===== src/rtl/inst_fetch_queue.sv =====
// ---------------------------------------------------------------------------
// inst_fetch_queue
//   Instruction-fetch front end. Issues in-order, pipelined requests to program
//   memory (req/grant/rvalid, arbitrary latency), buffers returned words with
//   their PCs in a DEPTH-entry FIFO and offers the head to decode over
//   valid/ready. A redirect flushes the FIFO, restarts fetch at the new PC and
//   marks every in-flight response for discard.
//
//   Handshakes:
//     - Memory request: o_pm_cs/o_pm_addr are offered; the request is taken in
//       the cycle o_pm_cs & i_pm_gnt. Address is held stable while waiting for
//       a grant; cs only drops without a grant on a redirect.
//     - Memory response: i_pm_rvalid/i_pm_data, one word per cycle, returned in
//       request order.
//     - Decode: o_inst/o_inst_pc are valid while o_inst_valid; the head is
//       consumed in the cycle o_inst_valid & i_inst_ready.
//
// Ports
//   i_clk, i_rst          clock, asynchronous active-low reset
//   o_pm_addr, o_pm_cs    fetch request address / request valid
//   i_pm_gnt              request accepted
//   i_pm_rvalid, i_pm_data response word
//   o_inst_valid, i_inst_ready, o_inst, o_inst_pc   decode interface
//   i_redirect, i_redirect_pc                       branch redirect
//   o_count               queue occupancy
//   o_err                 sticky protocol error (response with nothing pending)
// ---------------------------------------------------------------------------
module inst_fetch_queue #(
    parameter int              XLEN     = 64,
    parameter int              ILEN     = 32,
    parameter int              DEPTH    = 4,
    parameter logic [XLEN-1:0] RESET_PC = '0
) (
    input  logic                       i_clk,
    input  logic                       i_rst,
    output logic [XLEN-1:0]            o_pm_addr,
    output logic                       o_pm_cs,
    input  logic                       i_pm_gnt,
    input  logic                       i_pm_rvalid,
    input  logic [ILEN-1:0]            i_pm_data,
    output logic                       o_inst_valid,
    input  logic                       i_inst_ready,
    output logic [ILEN-1:0]            o_inst,
    output logic [XLEN-1:0]            o_inst_pc,
    input  logic                       i_redirect,
    input  logic [XLEN-1:0]            i_redirect_pc,
    output logic [$clog2(DEPTH+1)-1:0] o_count,
    output logic                       o_err
);

    localparam int CW = $clog2(DEPTH + 1);
    localparam int PW = $clog2(DEPTH);
    localparam int SW = CW + 2;
    localparam logic [SW-1:0]   DEPTH_W = SW'(DEPTH);
    localparam logic [XLEN-1:0] PC_STEP = {{(XLEN-3){1'b0}}, 3'd4};

    // Architectural state
    logic [XLEN-1:0] fetch_pc_q, fetch_pc_d;
    logic [XLEN-1:0] resp_pc_q,  resp_pc_d;
    logic [CW-1:0]   occ_q,      occ_d;
    logic [CW-1:0]   live_q,     live_d;
    logic [CW-1:0]   disc_q,     disc_d;
    logic [PW-1:0]   wr_ptr_q,   wr_ptr_d;
    logic [PW-1:0]   rd_ptr_q,   rd_ptr_d;
    logic            err_q,      err_d;

    // Queue storage (no reset needed: contents are only read when occ != 0)
    logic [ILEN-1:0] data_mem [DEPTH];
    logic [XLEN-1:0] pc_mem   [DEPTH];

    logic [SW-1:0]   total;
    logic            grant;
    logic            rv_drop;
    logic            rv_push;
    logic            rv_err;
    logic            pop;
    logic            push_en;
    logic [CW-1:0]   disc_after;
    logic [CW-1:0]   live_after;
    logic [XLEN-1:0] redirect_tgt;
    logic            unused_redirect_lsbs;

    // Every granted request already owns a queue slot, so pushes can never
    // overflow: issue is throttled on queue + in-flight (kept or dropped).
    assign total        = {2'b00, occ_q} + {2'b00, live_q} + {2'b00, disc_q};
    assign o_pm_cs      = ~i_redirect & (total < DEPTH_W);
    assign o_pm_addr    = fetch_pc_q;
    assign grant        = o_pm_cs & i_pm_gnt;

    // Responses retire the oldest outstanding request: dropped ones first,
    // since everything marked for discard was issued before any kept request.
    assign rv_drop      = i_pm_rvalid & (disc_q != '0);
    assign rv_push      = i_pm_rvalid & (disc_q == '0) & (live_q != '0);
    assign rv_err       = i_pm_rvalid & (disc_q == '0) & (live_q == '0);
    assign disc_after   = disc_q - CW'(rv_drop);
    assign live_after   = live_q - CW'(rv_push);

    assign o_inst_valid = (occ_q != '0) & ~i_redirect;
    assign pop          = o_inst_valid & i_inst_ready;
    assign push_en      = rv_push & ~i_redirect;

    assign redirect_tgt         = {i_redirect_pc[XLEN-1:2], 2'b00};
    assign unused_redirect_lsbs = ^i_redirect_pc[1:0];

    assign o_inst    = data_mem[rd_ptr_q];
    assign o_inst_pc = pc_mem[rd_ptr_q];
    assign o_count   = occ_q;
    assign o_err     = err_q;

    always_comb begin
        fetch_pc_d = fetch_pc_q;
        resp_pc_d  = resp_pc_q;
        occ_d      = occ_q;
        live_d     = live_q;
        disc_d     = disc_q;
        wr_ptr_d   = wr_ptr_q;
        rd_ptr_d   = rd_ptr_q;
        err_d      = err_q | rv_err;

        if (i_redirect) begin
            // A response arriving this cycle is retired first; whatever is
            // still kept-in-flight afterwards becomes discard.
            fetch_pc_d = redirect_tgt;
            resp_pc_d  = redirect_tgt;
            occ_d      = '0;
            rd_ptr_d   = wr_ptr_q;
            live_d     = '0;
            disc_d     = disc_after + live_after;
        end else begin
            fetch_pc_d = grant ? fetch_pc_q + PC_STEP : fetch_pc_q;
            live_d     = live_after + CW'(grant);
            disc_d     = disc_after;
            occ_d      = occ_q + CW'(rv_push) - CW'(pop);
            if (rv_push) begin
                wr_ptr_d  = wr_ptr_q + PW'(1);
                resp_pc_d = resp_pc_q + PC_STEP;
            end
            if (pop) begin
                rd_ptr_d = rd_ptr_q + PW'(1);
            end
        end
    end

    always_ff @(posedge i_clk or negedge i_rst) begin
        if (!i_rst) begin
            fetch_pc_q <= RESET_PC;
            resp_pc_q  <= RESET_PC;
            occ_q      <= '0;
            live_q     <= '0;
            disc_q     <= '0;
            wr_ptr_q   <= '0;
            rd_ptr_q   <= '0;
            err_q      <= 1'b0;
        end else begin
            fetch_pc_q <= fetch_pc_d;
            resp_pc_q  <= resp_pc_d;
            occ_q      <= occ_d;
            live_q     <= live_d;
            disc_q     <= disc_d;
            wr_ptr_q   <= wr_ptr_d;
            rd_ptr_q   <= rd_ptr_d;
            err_q      <= err_d;
        end
    end

    always_ff @(posedge i_clk) begin
        if (push_en) begin
            data_mem[wr_ptr_q] <= i_pm_data;
            pc_mem[wr_ptr_q]   <= resp_pc_q;
        end
    end

endmodule


===== config.mk =====
export PLATFORM = sky130hd
export DESIGN_NAME = inst_fetch_queue
export DESIGN_NICKNAME = d
export VERILOG_FILES = /design/src/rtl/inst_fetch_queue.sv
export SDC_FILE = /design/constraint.sdc
export NUM_CORES = 1
export LEC_CHECK = 0
export CORE_MARGIN = 2
export CORE_UTILIZATION = 58
export CTS_BUF_LIST = sky130_fd_sc_hd__clkbuf_8
export CTS_CLUSTER_DIAMETER = 150
export DETAILED_ROUTE_END_ITERATION = 8
export HOLD_SLACK_MARGIN = 0.08
export MAX_ROUTING_LAYER = met4
export PLACE_DENSITY = 0.94
export SLEW_MARGIN = 20
export SYNTH_ARGS = -nofsm -noshare
export SYNTH_HDL_FRONTEND = slang
export SYNTH_SLANG_ARGS = --single-unit

===== constraint.sdc =====
create_clock -name i_clk -period 4.2 [get_ports i_clk]
set_input_delay 0.84 -clock i_clk [delete_from_list [all_inputs] [get_ports i_clk]]
set_output_delay 0.84 -clock i_clk [all_outputs]
set_load 0.1 [all_outputs]

==> results of run 1 <==
[metal layers]
| layer | wire length (um) | vias up | global-route usage, % |
|---|---|---|---|
| met4 | 2165 | 0 | 12.53 |
| met2 | 25960 | 799 | 44.44 |
| li1 | - | 5850 | - |
| met5 | 0 | - | - |
| met1 | 20610 | 6892 | 38.22 |
| met3 | 4929 | 170 | 5.686 |
[power breakdown]
group	switching [uW]	total, uW	internal (uW)
logic	5010	6770	1760
registers	454	6170	5720
clock network	1880	3860	1980
total	7350	16800	9450
[how the worst max path moves through the flow]
stage          cells past startpoint                         to            startpoint
3_5_place_dp                      10  o_pm_addr[60]$_DFFE_PN0P_  o_count[1]$_DFF_PN0_
3_3_place_gp                      10  o_pm_addr[60]$_DFFE_PN0P_  o_count[1]$_DFF_PN0_
2_1_floorplan                      4   data_mem[3][0]$_DFFE_PP_            i_redirect
4_1_cts                            8                    o_pm_cs  o_count[1]$_DFF_PN0_
6_report                           8                    o_pm_cs  o_count[1]$_DFF_PN0_
5_1_grt                            8                    o_pm_cs  o_count[1]$_DFF_PN0_
[flip-flops by register name, summed over array words and instances, names as in the netlist]
register   count
pc_mem       248
data_mem     128
o_pm_addr     62
resp_pc_q     62
disc_q         3
live_q         3
o_count        3
rd_ptr_q       2
wr_ptr_q       2
o_err          1
[through the flow]
stage                     std cells  utilization (%)
after floorplan                1348                -
after global placement         2042            67.50
after detailed placement       2042            67.50
after CTS                      2187            71.49
after global routing           2187            71.50
final                          2187            71.50
[worst max-delay path: cells and delay by family, from the launching register on]
kind	cells	cell delay, ps
fa+ha+maj	2	1010
compound gates	2	410
flops	1	390
simple gates	2	350
buf+inv	2	300
[logic make-up (layout without fill, tap and decap cells)]
logic type	after synthesis	after routing	share of synthesized area (%)
flip-flops	514	514	67.90
buffers and inverters	97	468	1.809
AO/OA/AOI/OAI	102	102	3.163
multiplexers	148	148	12.54
other	1	4	0.01727
XOR/XNOR	107	107	4.316
adder cells (fa/ha/maj)	22	22	1.440
AND/OR/NAND/NOR	354	354	8.815
[layout by cell type (no fill, tap or decap), types with 33 or more instances in the layout]
| cell | count |
|---|---|
| edfxtp_1 | 376 |
| clkdlybuf4s50_1 | 163 |
| dfrtp_1 | 135 |
| buf_4 | 116 |
| mux4_2 | 94 |
| clkbuf_8 | 85 |
| nand2_1 | 73 |
| inv_1 | 68 |
| nand3_1 | 63 |
| xnor2_1 | 62 |
| mux2_2 | 53 |
| nor2_1 | 50 |
| xor2_1 | 45 |
| nand4_1 | 33 |
[area by class of cell]
class	instances	area (sq um)
clock inverters	61	306.5
well taps	468	585.6
fillers	2190	10460
repair buffers	289	2681
clock buffers	84	1156
flip-flops and latches	514	14750
multi-input cells	737	6628
inverters	34	130.1
==> results.md, run 1 <==
* Hold WS at 371.4 ps
* R2R Setup Slk at 540 ps
* Clk pin slew, worst setup/hold paths at 60 ps
* Count leader, synth: edfxtp_1
* CTS Root Buffer Type: clkbuf_8
* Peak VDD IR at 762.6 uV
* Total global routing overflow at 0
* Vias per cell at 6.269
* CTS tree: yes
* Top post-synthesis cells by count: edfxtp_1, dfrtp_1, mux4_2
* Diodes inserted at 0
* Measured slew at the worst slew-check pin at 1105 ps
* Final critical-path required period at 3924 ps
* Pwr Density at 640.3 nW/um^2
* Largest cells by area after synthesis: edfxtp_1, dfrtp_1, mux4_2
* Register-to-Register Path Depth at 10
* Crit path largest cell delay at 560 ps
* Async S/R FF share, synth at 26.85%
* Skew final at 27.66 ps
* Cells after Synth at 1345
* Die Y-Extent at 197.5 um
* R2R Path Start: o_count[1]$_DFF_PN0_
* # DRC at 0
* Top cell type's share of synthesized area at 51.99%
* Placed instance area at 24770 sq um
* RSZ-0062 raised after global routing: false
* Largest area contributor in the netlist: edfxtp_1
* Ys Warns at 0
* Hold_buf cts at 0
* CP Data Required Time at 3360 ps
* EDFF count, synth at 376
* WL final at 53660 um
* Max Cap Violations at 0
* Register area share after synthesis at 67.90%
* DRT antenna net count at 0
* Share of cells above drive strength 1 at 22.86%
* Cts repair resizes at 0
* All-layer global routing usage at 28.94%
* Final TNS setup at 0 ps
* Worst setup margin at 276.2 ps
* Skew-Pair Late Insertion Delay at 620 ps
* Die Wd at 197.5 um
* CP Max Fanout at 4
* Initial antenna violation count at 0
* I/O Pins at 268
* Slew HR at 26.12%
* First drt pass iteration count at 5
* Synth cell types at 60
* Row cnt at 70
* Port Buffers at 261
* DR vias at 13710
* Worst min path class: in2async
* Area of the mapped netlist at 21720 sq um
* # setup viols final at 0
* Core area at 36700 sq um
* Part of the cycle the worst path needs at 93.42%
* Number of global-route vias before repair at 14180
* Final #Nets at 1780
* Crit start category: register
* Effective utilization at floorplan at 59.17%
* Total Power at 16800 uW
* Clock Sinks at 514
* Wire per inst at 24.54 um
* Final Cell Area at 26240 sq um
* Fmax at 254.9 MHz
* P&R area growth vs syn at 20.83%
* Post-synthesis sequential element count at 514
* Hold Vio Cnt, Final at 0
* CP most frequent cell: fa_1
* RR Endpoint: o_pm_addr[60]$_DFFE_PN0P_
* CP cell instances: inv_1, fa_1, nor2_2, fa_1, nor2_1, o21ai_1, a31oi_4, buf_12
* Postcts setup bufs at 0
* RePlAce Congestion at 0.8893
* Starting DRT DRC Count at 1495
* Worst Path Arrival at 3080 ps
* Largest net degree at the start of global routing at 109
* HPWL Detailed at 34660 um
* Mapped Avg Cell Area at 16.15 sq um
* Static leakage at 0.009388 uW
* First-pass GRT wire length at 82590 um
* Post-place setup slack at 449.5 ps
* Die area at 39000 sq um
* Clock Path Buffers at 3
* Num CTS Buffers at 80
* Slew Viols, Final at 0
* Top FF cell, synth: edfxtp_1
* Outcome: finished clean
* Critical Path Slowest Stage Cell: fa_1
* H-tree levels at 3
* Crit Path Category: reg2out
* CP endpoint kind: output pin
Power figures use the tool's default switching activity.
==> run 2: changes to the inputs <==
--- a/config.mk
+++ b/config.mk
@@ -11,7 +11,6 @@
 export CTS_CLUSTER_DIAMETER = 150
 export DETAILED_ROUTE_END_ITERATION = 8
 export HOLD_SLACK_MARGIN = 0.08
-export MAX_ROUTING_LAYER = met4
 export PLACE_DENSITY = 0.94
 export SLEW_MARGIN = 20
 export SYNTH_ARGS = -nofsm -noshare
==> results.md, run 2 (synthesis gave the netlist of run 1 again) <==
* Outcome: finished clean
* Vias per cell at 6.292 (+0.36%)
* DR vias at 13810 (+0.69%)
* Largest Register: pc_mem
* Most frequent cells in the layout: edfxtp_1, clkdlybuf4s50_1, dfrtp_1
* Top flop regs: pc_mem x248, data_mem x128
* RSZ-0062 raised after global routing: false
* Max Cap Violations at 0 (unchanged)
* Skew-Pair Late Insertion Delay at 640 ps (+20 ps)
* Die Wd at 197.5 um (unchanged)
* # setup viols final at 0 (unchanged)
* Part of the cycle the worst path needs at 95.55% (+2.1 points)
* WL final at 53610 um (-0.11%)
* All-layer global routing usage at 28.05% (-0.89 points)
* Skew final at 33.08 ps (+5.420 ps)
* H-tree levels at 3 (unchanged)
* CP endpoint kind: output pin
* HPWL Detailed at 35060 um (+1.1%)
* Postcts setup bufs at 0 (unchanged)
* CTS tree: yes
* Final critical-path required period at 4013 ps (+89.38 ps)
* Final core occ at 71.89% (+0.38 points)
* Static leakage at 0.009422 uW (+0.36%)
* R2R Setup Slk at 480 ps (-60 ps)
* Worst Path Arrival at 3170 ps (+90 ps)
* Largest net degree at the start of global routing at 109 (unchanged)
* Wire per inst at 24.43 um (-0.43%)
* Commonest non-fill, non-tap cell in the layout: edfxtp_1
* DRT antenna net count at 0 (unchanged)
* Max FFs per register at 248 (unchanged)
* Fmax at 249.2 MHz (-2.2%)
* Crit Path Category: reg2out
* RR Endpoint: o_pm_addr[60]$_DFFE_PN0P_
* Num CTS Buffers at 79 (-1.3%)
* Core area at 36700 sq um (unchanged)
* # DRC at 0 (unchanged)
* Placed instance count at 2045 (+0.15%)
* First-pass GRT wire length at 82180 um (-0.49%)
* P&R area growth vs syn at 21.48%
* Layout Cells excl Fill at 2194 (+0.32%)
* I/O Pins at 268 (unchanged)
* Clk pin slew, worst setup/hold paths at 70 ps (about the same)
* Die Y-Extent at 197.5 um (unchanged)
* Effective utilization at floorplan at 59.17% (unchanged)
* Slew HR at 24.35% (-1.8 points)
* Clock Path Buffers at 3 (unchanged)
* Share of cells above drive strength 1 at 23.42% (+0.56 points)
* Hold Vio Cnt, Final at 0 (unchanged)
* Pwr Density at 642.6 nW/um^2 (+0.37%)
* First drt pass iteration count at 6 (+1)
* Worst min path class: in2async
* Measured slew at the worst slew-check pin at 1131 ps (+26.45 ps)
* Final #Nets at 1782 (+0.11%)
* CP Max Fanout at 4 (unchanged)
* R2R Path Start: o_count[1]$_DFF_PN0_
* Slew Viols, Final at 0 (unchanged)
* Initial antenna violation count at 3 (+3)
* Number of global-route vias before repair at 14160 (-0.18%)
* Port Buffers at 261 (unchanged)
* Die area at 39000 sq um (unchanged)
* Register-to-Register Path Depth at 10 (unchanged)
* Row cnt at 70 (unchanged)
* Clock Sinks at 514 (unchanged)
* Hold_buf cts at 0 (unchanged)
* CTS Root Buffer Type: clkbuf_8
* Peak VDD IR at 679.5 uV (-11%)
* CP Data Required Time at 3360 ps (about the same)
* Crit start category: register
* RePlAce Congestion at 0.8904 (+0.12%)
* Final TNS setup at 0 ps (unchanged)
* Starting DRT DRC Count at 1487 (-0.54%)
* Total global routing overflow at 0 (unchanged)
## run 2: cell count changes in the layout (fill, tap and decap cells not counted), sizes merged
| cell | delta |
|---|---|
| diode | +1 |
| inv | -4 |
| bufinv | +1 |
| clkinv | +4 |
| clkinvlp | +2 |
| buf | +3 |
## run 2: final cells by class
type | count | area, sq um
tap | 468 | 585.6
fill | 2200 | 10320
multi-input combinational | 737 | 6628
inverter | 34 | 130.1
sequential | 514 | 14750
timing repair buffer | 292 | 2754
clock inverter | 64 | 371.6
clock buffer | 84 | 1156
antenna | 1 | 2.502
## run 2: where the power goes
part | internal (uW) | total (uW) | leakage (uW) | switching [uW]
clock network | 2060 | 3990 | 0.000878 | 1930
logic | 1770 | 6770 | 0.00356 | 5000
registers | 5720 | 6180 | 0.00498 | 467
total | 9550 | 17000 | 0.00942 | 7410
## run 2: how the worst max path moves through the flow
stage | start | to | slack, ps | cells past startpoint
after floorplan | i_redirect | data_mem[3][0]$_DFFE_PP_ | 60 | 4
after global placement | o_count[1]$_DFF_PN0_ | o_pm_addr[60]$_DFFE_PN0P_ | 550 | 10
after detailed placement | o_count[1]$_DFF_PN0_ | o_pm_addr[60]$_DFFE_PN0P_ | 430 | 10
after CTS | o_count[1]$_DFF_PN0_ | o_pm_cs | 70 | 8
after global routing | o_count[1]$_DFF_PN0_ | o_pm_cs | 20 | 8
final | o_count[1]$_DFF_PN0_ | o_pm_cs | 190 | 8
## run 2: what timing repair did
| item | CTS | global route |
|---|---|---|
| resized for setup | 1 | 1 |
| pin swaps | 0 | 0 |
| setup endpoints to repair | 1 | 1 |
## run 2: per-layer routing
| metal | wire length, um | vias to the layer above | share of wire (%) | GRT usage [%] |
|---|---|---|---|---|
| met5 | 49 | - | 0.091 | 0 |
| met4 | 2191 | 4 | 4.1 | 12.92 |
| met3 | 4833 | 169 | 9.0 | 5.737 |
| met2 | 25860 | 835 | 48 | 44.61 |
| met1 | 20670 | 6952 | 39 | 37.76 |
| li1 | - | 5845 | - | - |
## run 2: stage by stage
stage	instance area [sq um]	worst slack, ps	hold WS (ps)	total power [uW]
2_1_floorplan	21740	65.00	474.2	11420
3_3_place_gp	24850	545.4	444.4	12940
6_report	26380	186.9	275.8	16950
4_1_cts	26380	74.46	366.6	17030
3_5_place_dp	24850	429.0	443.8	13030
5_1_grt	26380	20.38	405.9	17490
## run 2: worst max-delay path, cell delays in order (launching register included)
cell,delay (ps)
dfrtp_2,400
inv_1,100
fa_1,540
nor2_2,240
fa_1,450
nor2_1,150
o21ai_1,190
a31oi_4,240
buf_12,200
==> variant, RTL diff (config.mk and constraints of run 1) <==
Change the parameter `XLEN` from 64 to 128.
--- a/src/rtl/inst_fetch_queue.sv
+++ b/src/rtl/inst_fetch_queue.sv
@@ -27,5 +27,5 @@
 // ---------------------------------------------------------------------------
 module inst_fetch_queue #(
-    parameter int              XLEN     = 64,
+    parameter int              XLEN     = 128,
     parameter int              ILEN     = 32,
     parameter int              DEPTH    = 4,
Ports: changed (resized i_redirect_pc, o_inst_pc and o_pm_addr); port bits go from 268 to 460. The function was not compared with the original's and may differ.
==> variant against run 1 <==
  * Area after synthesis increased by 88%
  * Critical path type unchanged
  * Total power is 87% higher
  * Sequential share of layout area is 4.6 points lower
  * Routed wire length grew to 2.7 times the old value
  * Count of clock-buffer cells in the layout up 75
  * Sequential cell count increased by 384
  * First-iteration DRC count rose to 3.0 times the old value
  * Worst setup slack got worse by 0.014 ns
  * Final area increased by 89%
  * Die area up 86%
  * Non-clock buffer count up 265
==> variant: results (changes against run 1) <==
status complete, no violations; Post-synth EDFFs 632 (+68%); placed insts 4263 (+110%); total wire length 142800 µm (+170%); met1 usage 50.44% (+12 points); Skew-Pair Late Insertion Delay 0.84 ns (+0.22 ns); clk pwr 7800 µW (+100%); r2r endpoint o_pm_addr[32]; Detail Placement HPWL 98630 µm (+180%); drt pass-1 iters 8 (+3); Slew @ Worst Pin 1.208 ns (+0.1030 ns); Sw Share 45.35% (+1.6 points); Sequential Power 10900 µW (+77%); largest net degree at the start of global routing 173 (+59%); Worst R2R Setup Slack 0.27 ns (-0.27 ns); Syn Inst Count 2890 (+110%); layout cells sized above 1 21.96% (-0.90 points); met2 wire len 66840 µm (+160%); top post-synthesis cells by area edfxtp_1 47%, dfrtp_1 16%, mux4_2 8.7%, mux2_2 2.7%, xnor2_1 2.4%; Via-to-Cell Ratio 6.813 (+8.7%); biggest regs pc_mem: 504 flops, data_mem: 128 flops; clock share of power 24.8% (+1.8 points); met2 Use GR 62.06% (+18 points); drt first-iter violations 4555 (+200%); final net count 3658 (+110%); first-pass GRT wire length 204500 µm (+150%); critical path arrival 3.10 ns (+0.02 ns); GR Util met3 12.99% (+7.3 points); CP peak stage delay 0.52 ns (-0.04 ns); TritonCTS Buffers 144 (+80%); # fillers 4367 (+99%); GPL Wtd Cong 1.040 (+17%); Setup Skew 0.05176 ns (+0.02409 ns); H-tree levels 4 (+1)
## variant: timing repair
item,in CTS,in global routing
hold buffers,1,0
setup endpoints to repair,0,1
resized for setup,0,3
hold endpoints to repair,42,0
## variant: through the flow
stage | worst slack, ns | area, µm² | utilization, %
floorplan | -0.08751 | 40750 | -
global placement | 0.4564 | 46640 | 66.83
detailed placement | 0.3341 | 46640 | 66.83
CTS | 0.1396 | 49600 | 71.07
global route | 0.004017 | 49630 | 71.11
finish | 0.2625 | 49630 | 71.11
## variant: layout make-up
class                   count  share of cell area [%]
clock buffers             159                   4.410
flip-flops and latches    898                   51.67
well taps                 940                   2.370
multi-input cells        1811                   29.06
inverters                  61                  0.4715
repair buffers            554                   10.44
diodes                     10                 0.05042
clock inverters           105                   1.533
## variant: cells by family after synthesis
family / synth area share, %
AND/OR/NAND/NOR: 15.17
flip-flops: 62.93
multiplexers: 11.79
AO/OA/AOI/OAI: 3.996
buffers and inverters: 1.766
XOR/XNOR: 3.569
adder cells (fa/ha/maj): 0.7679
other: 0.009206
